File: src/rtl/panel_input_conditioner.sv
// Front-panel input conditioning: synchronize, debounce, validate the mode selector,
// and produce a start pulse / stop level for the run controller.

module panel_input_conditioner_debounce #(
    parameter int DEBOUNCE_CYCLES = 500000,
    parameter int SYNC_STAGES     = 2
) (
    input  logic clk,
    input  logic rst,
    input  logic raw_i,
    output logic deb_o
);
    localparam int CW = $clog2(DEBOUNCE_CYCLES + 1);

    logic [SYNC_STAGES-1:0] sync_q;
    logic [CW-1:0]          cnt_q, cnt_d;
    logic                   deb_q, deb_d;
    logic                   sync_s;

    assign sync_s = sync_q[SYNC_STAGES-1];

    // The counter only runs while the input disagrees, so it clears before it could wrap.
    always_comb begin
        cnt_d = '0;
        deb_d = deb_q;
        if (sync_s != deb_q) begin
            if (cnt_q == CW'(DEBOUNCE_CYCLES - 1))
                deb_d = sync_s;
            else
                cnt_d = cnt_q + 1'b1;
        end
    end

    always_ff @(posedge clk or posedge rst) begin
        if (rst) begin
            sync_q <= '0;
            cnt_q  <= '0;
            deb_q  <= 1'b0;
        end else begin
            sync_q <= {sync_q[SYNC_STAGES-2:0], raw_i};
            cnt_q  <= cnt_d;
            deb_q  <= deb_d;
        end
    end

    assign deb_o = deb_q;
endmodule

module panel_input_conditioner #(
    parameter int DEBOUNCE_CYCLES = 500000,
    parameter int SYNC_STAGES     = 2
) (
    input  logic clk,
    input  logic rst,
    input  logic start_raw,
    input  logic stop_raw,
    input  logic auto_sw,
    input  logic man_sw,
    input  logic estop_n_raw,
    output logic start,
    output logic stop,
    output logic AUTO,
    output logic MAN,
    output logic fault
);
    typedef enum logic [1:0] {IDLE, AUTO_M, MAN_M, FAULT} state_t;

    logic [3:0]             raw_vec, deb_vec;
    logic [SYNC_STAGES-1:0] estop_sync_q;
    logic                   ds, dstop, da, dm, estop_act;
    logic                   ds_prev_q, start_q, start_d;
    state_t                 state_q, state_d;

    assign raw_vec = {man_sw, auto_sw, stop_raw, start_raw};

    for (genvar i = 0; i < 4; i++) begin : g_db
        panel_input_conditioner_debounce #(
            .DEBOUNCE_CYCLES(DEBOUNCE_CYCLES),
            .SYNC_STAGES    (SYNC_STAGES)
        ) u_db (
            .clk  (clk),
            .rst  (rst),
            .raw_i(raw_vec[i]),
            .deb_o(deb_vec[i])
        );
    end

    assign ds    = deb_vec[0];
    assign dstop = deb_vec[1];
    assign da    = deb_vec[2];
    assign dm    = deb_vec[3];

    // E-stop is never debounced; its synchronizer resets to the asserted (0) level.
    assign estop_act = ~estop_sync_q[SYNC_STAGES-1];

    always_comb begin
        state_d = state_q;
        if (estop_act) begin
            state_d = FAULT;
        end else begin
            case (state_q)
                IDLE:    if (da && dm) state_d = FAULT;
                         else if (da)  state_d = AUTO_M;
                         else if (dm)  state_d = MAN_M;
                AUTO_M:  if (dm)       state_d = FAULT;
                         else if (!da) state_d = IDLE;
                MAN_M:   if (da)       state_d = FAULT;
                         else if (!dm) state_d = IDLE;
                default: if (!da && !dm) state_d = IDLE;
            endcase
        end
    end

    assign stop    = dstop | estop_act | (state_q == FAULT);
    assign start_d = ds & ~ds_prev_q & ((state_q == AUTO_M) | (state_q == MAN_M)) & ~stop;

    always_ff @(posedge clk or posedge rst) begin
        if (rst) begin
            estop_sync_q <= '0;
            state_q      <= FAULT;
            ds_prev_q    <= 1'b0;
            start_q      <= 1'b0;
        end else begin
            estop_sync_q <= {estop_sync_q[SYNC_STAGES-2:0], estop_n_raw};
            state_q      <= state_d;
            ds_prev_q    <= ds;
            start_q      <= start_d;
        end
    end

    assign start = start_q;
    assign AUTO  = (state_q == AUTO_M);
    assign MAN   = (state_q == MAN_M);
    assign fault = (state_q == FAULT);
endmodule

File: config.mk
export PLATFORM = sky130hd
export DESIGN_NAME = panel_input_conditioner
export DESIGN_NICKNAME = d
export VERILOG_FILES = /design/src/rtl/panel_input_conditioner.sv
export SDC_FILE = /design/constraint.sdc
export NUM_CORES = 1
export LEC_CHECK = 0
export CORE_MARGIN = 4
export CORE_UTILIZATION = 65
export CTS_CLUSTER_SIZE = 24
export DETAILED_ROUTE_END_ITERATION = 10
export GPL_TIMING_DRIVEN = 0
export PLACE_DENSITY = 0.83
export SLEW_MARGIN = 20
export SYNTH_ARGS = -nofsm -noshare
export SYNTH_HDL_FRONTEND = slang
export SYNTH_HIERARCHICAL = 1
export SYNTH_SLANG_ARGS = --single-unit
File: constraint.sdc
create_clock -name clk -period 4.5 [get_ports clk]
set_input_delay 0.675 -clock clk [delete_from_list [all_inputs] [get_ports clk]]
set_output_delay 0.675 -clock clk [all_outputs]
set_load 0.02 [all_outputs]
==> metrics <==
Syn Nets=461; Die ar.=8670 um2; Synth Warn #=6; Tmin final=2.63 ns; clk root buf=clkbuf_8; Synth area leader=dfrtp_1; row cnt=30; DP Wirelength=5990 um; Worst Path Buf+Inv=1; Max Freq=0.381 GHz; initial core utilization=68.2%; EDFF count, synth=0; Post-DP Area=4940 um2; Post-Place Cells=552; largest net degree at the start of global routing=23; final WL=8530 um; RePlAce Congestion=0.848; DR iter-0 viols=113; core area=6910 um2; reg2reg setup slack=2.65 ns; Routed WL per cell=15.0 um; via/cell ratio=5.82; Seq cells post-synth=94; pre-CTS WS=2.25 ns; most frequent cell after synthesis=dfrtp_1; share of the yosys chip area belonging to registers=50.0%; crit end category=primary output; Netlist Area Pre-Place=4710 um2; Hold Violations, Final=0; share of layout cells above drive strength 1=9.96%; asr flop ratio synth=100%; Mapped Cells=445; post-CTS setup buffer count=0; clock skew=0.0104 ns; Die X=93.1 um; Die Y=93.1 um; count of cell types in the netlist=40; GRT overflow=0; Port Buffers=11; Tot Pwr=1.49 mW; Final Non-Filler Cells=568; vias in the first global route=3352; # diodes=0; final setup vio count=0; Post-Syn Area per Cell=10.6 um2; Clock Tree Buf Depth=2; Setup Crit Path Kind=reg -> out; final-stage net count=483; Slew @ Worst Pin=0.851 ns; Final TNS setup=0 ns; max-cap violations=0; Pre-antenna DRT Iters=4; initial antenna violation count=0; CTS tree=yes; residual DRC count=0; Worst Path Max Fanout=5; Worst path top cell family by delay=buffers and inverters; Resized cells post-CTS=0; Pleak=2.18 nW; status=finished, final reports clean; remaining antenna violation count=0; H-Tree Depth=3; IO Count=12; CP Cell Sequence=ha_1 > or3b_1 > clkdlybuf4s50_1; Most used DFF post-synth=dfrtp_1; vias post-DR=3305; clk sink count=94; final cycle utilization of the critical path=58.4%; WP data required=3.83 ns; setup ws final=1.87 ns; GRT Overall Usage=21.8%; CP max stage cell=clkdlybuf4s50_1; hold slack=0.358 ns; first-pass GRT wire length=15100 um; PwrDens=291 nW/um2; CP startpoint kind=flip-flop; worst vdd ir=0.000238 V; filler cell count=515; Inserted Clock Buffers=9; RSZ-0062 raised after global routing=false; Min-Delay Path Class=reg -> reg; Finished Core Util=74.2%; worst-skew pair later-pin latency=0.36 ns; Hold Buf Count CTS=0; synth cell count leaders=dfrtp_1, nor2_1, xor2_1; fin. max-slew vios=0; crit path DAT=1.95 ns; Clock transition at path regs=0.09 ns; Synth area leaders=dfrtp_1, xor2_1, xnor2_1; top cell type's share of synthesized area=48.9%; Area Overhead vs Synth=8.88%; relative slew slack=43.2%; post-route cell area=5130 um2; worst stage delay on the critical path=0.56 ns
## placed cells by master (no fill, tap or decap), types with 2 or more instances in the layout
cell type	netlist	final
inv_6	0	3
or2_1	5	5
a21bo_1	4	4
buf_6	4	4
nor2_1	65	65
and2_1	4	4
or4_4	4	4
dfstp_2	2	2
nand3_1	29	29
dfrtp_1	92	92
xor2_1	32	32
nor3_1	5	5
mux2_4	4	4
clkbuf_2	4	4
ha_1	9	9
inv_1	7	7
buf_12	4	4
and3_1	12	12
clkbuf_1	4	4
and4_2	4	4
nand4_1	16	16
clkdlybuf4s50_1	0	11
or4b_1	8	8
nand4b_1	8	8
o21ai_0	5	5
nor3_2	4	4
o41ai_1	4	4
xnor2_1	28	28
or3_1	4	4
nor4_1	8	8
or4_1	4	4
nand2_1	30	30
o31ai_1	4	4
a21oi_1	13	13
and4_1	8	8
clkinv_4	0	3
clkbuf_8	0	9
## final timing paths
check	from	to	depth (start not counted)
worst min-delay path	g_db[1].u_db/sync_q[0]	g_db[1].u_db/sync_q[1]	0
worst max register to register	g_db[2].u_db/cnt_q[11]	g_db[2].u_db/cnt_q[9]	6
worst min register to register	g_db[1].u_db/sync_q[0]	g_db[1].u_db/sync_q[1]	0
min in group asynchronous	rst	estop_sync_q[0]	2
worst max-delay path	state_q[0]	stop	3
max in group asynchronous	rst	g_db[1].u_db/cnt_q[17]	2
## state kept, by name, summed over array words and instances (netlist names)
register / flops
estop_sync_q: 2
ds_prev_q: 1
g_db.u_db/deb_o: 4
g_db.u_db/sync_q: 8
g_db.u_db/cnt_q: 76
state_q: 2
start: 1
## routing by layer
layer  global-route usage (%)  up-vias  share of wire [%]
li1                         -     1613                  -
met1                     27.5     1638                 45
met2                     37.3       47                 51
met3                     5.47        7                2.6
met4                     6.23        0               0.89
met5                        0        -                  0
## power breakdown
group	leakage [nW]	internal (mW)	switching (mW)	total (mW)
Sequential	1.27	0.860	0.0141	0.874
Combinational	0.806	0.0367	0.0508	0.0875
Clock	0.0967	0.214	0.316	0.530
## layout make-up
cell class	instances	area (um2)	share of cell area (%)
sequential	94	2350	45.9
clock buffer	9	124	2.42
multi-input combinational	328	2170	42.3
tap	96	120	2.34
clock inverter	7	63.8	1.24
inverter	7	26.3	0.513
buffer	16	160	3.12
timing repair buffer	11	110	2.15
## cells by family after synthesis
group                    count (synthesis)  synth area share (%)
AND/OR/NAND/NOR                        221                  26.1
flip-flops                              94                  50.0
XOR/XNOR                                60                  11.2
AO/OA/AOI/OAI                           33                  4.84
buffers and inverters                   23                  3.96
adder cells (fa/ha/maj)                  9                  2.39
multiplexers                             5                  1.49
No activity file was read; power rests on OpenSTA's default activity.
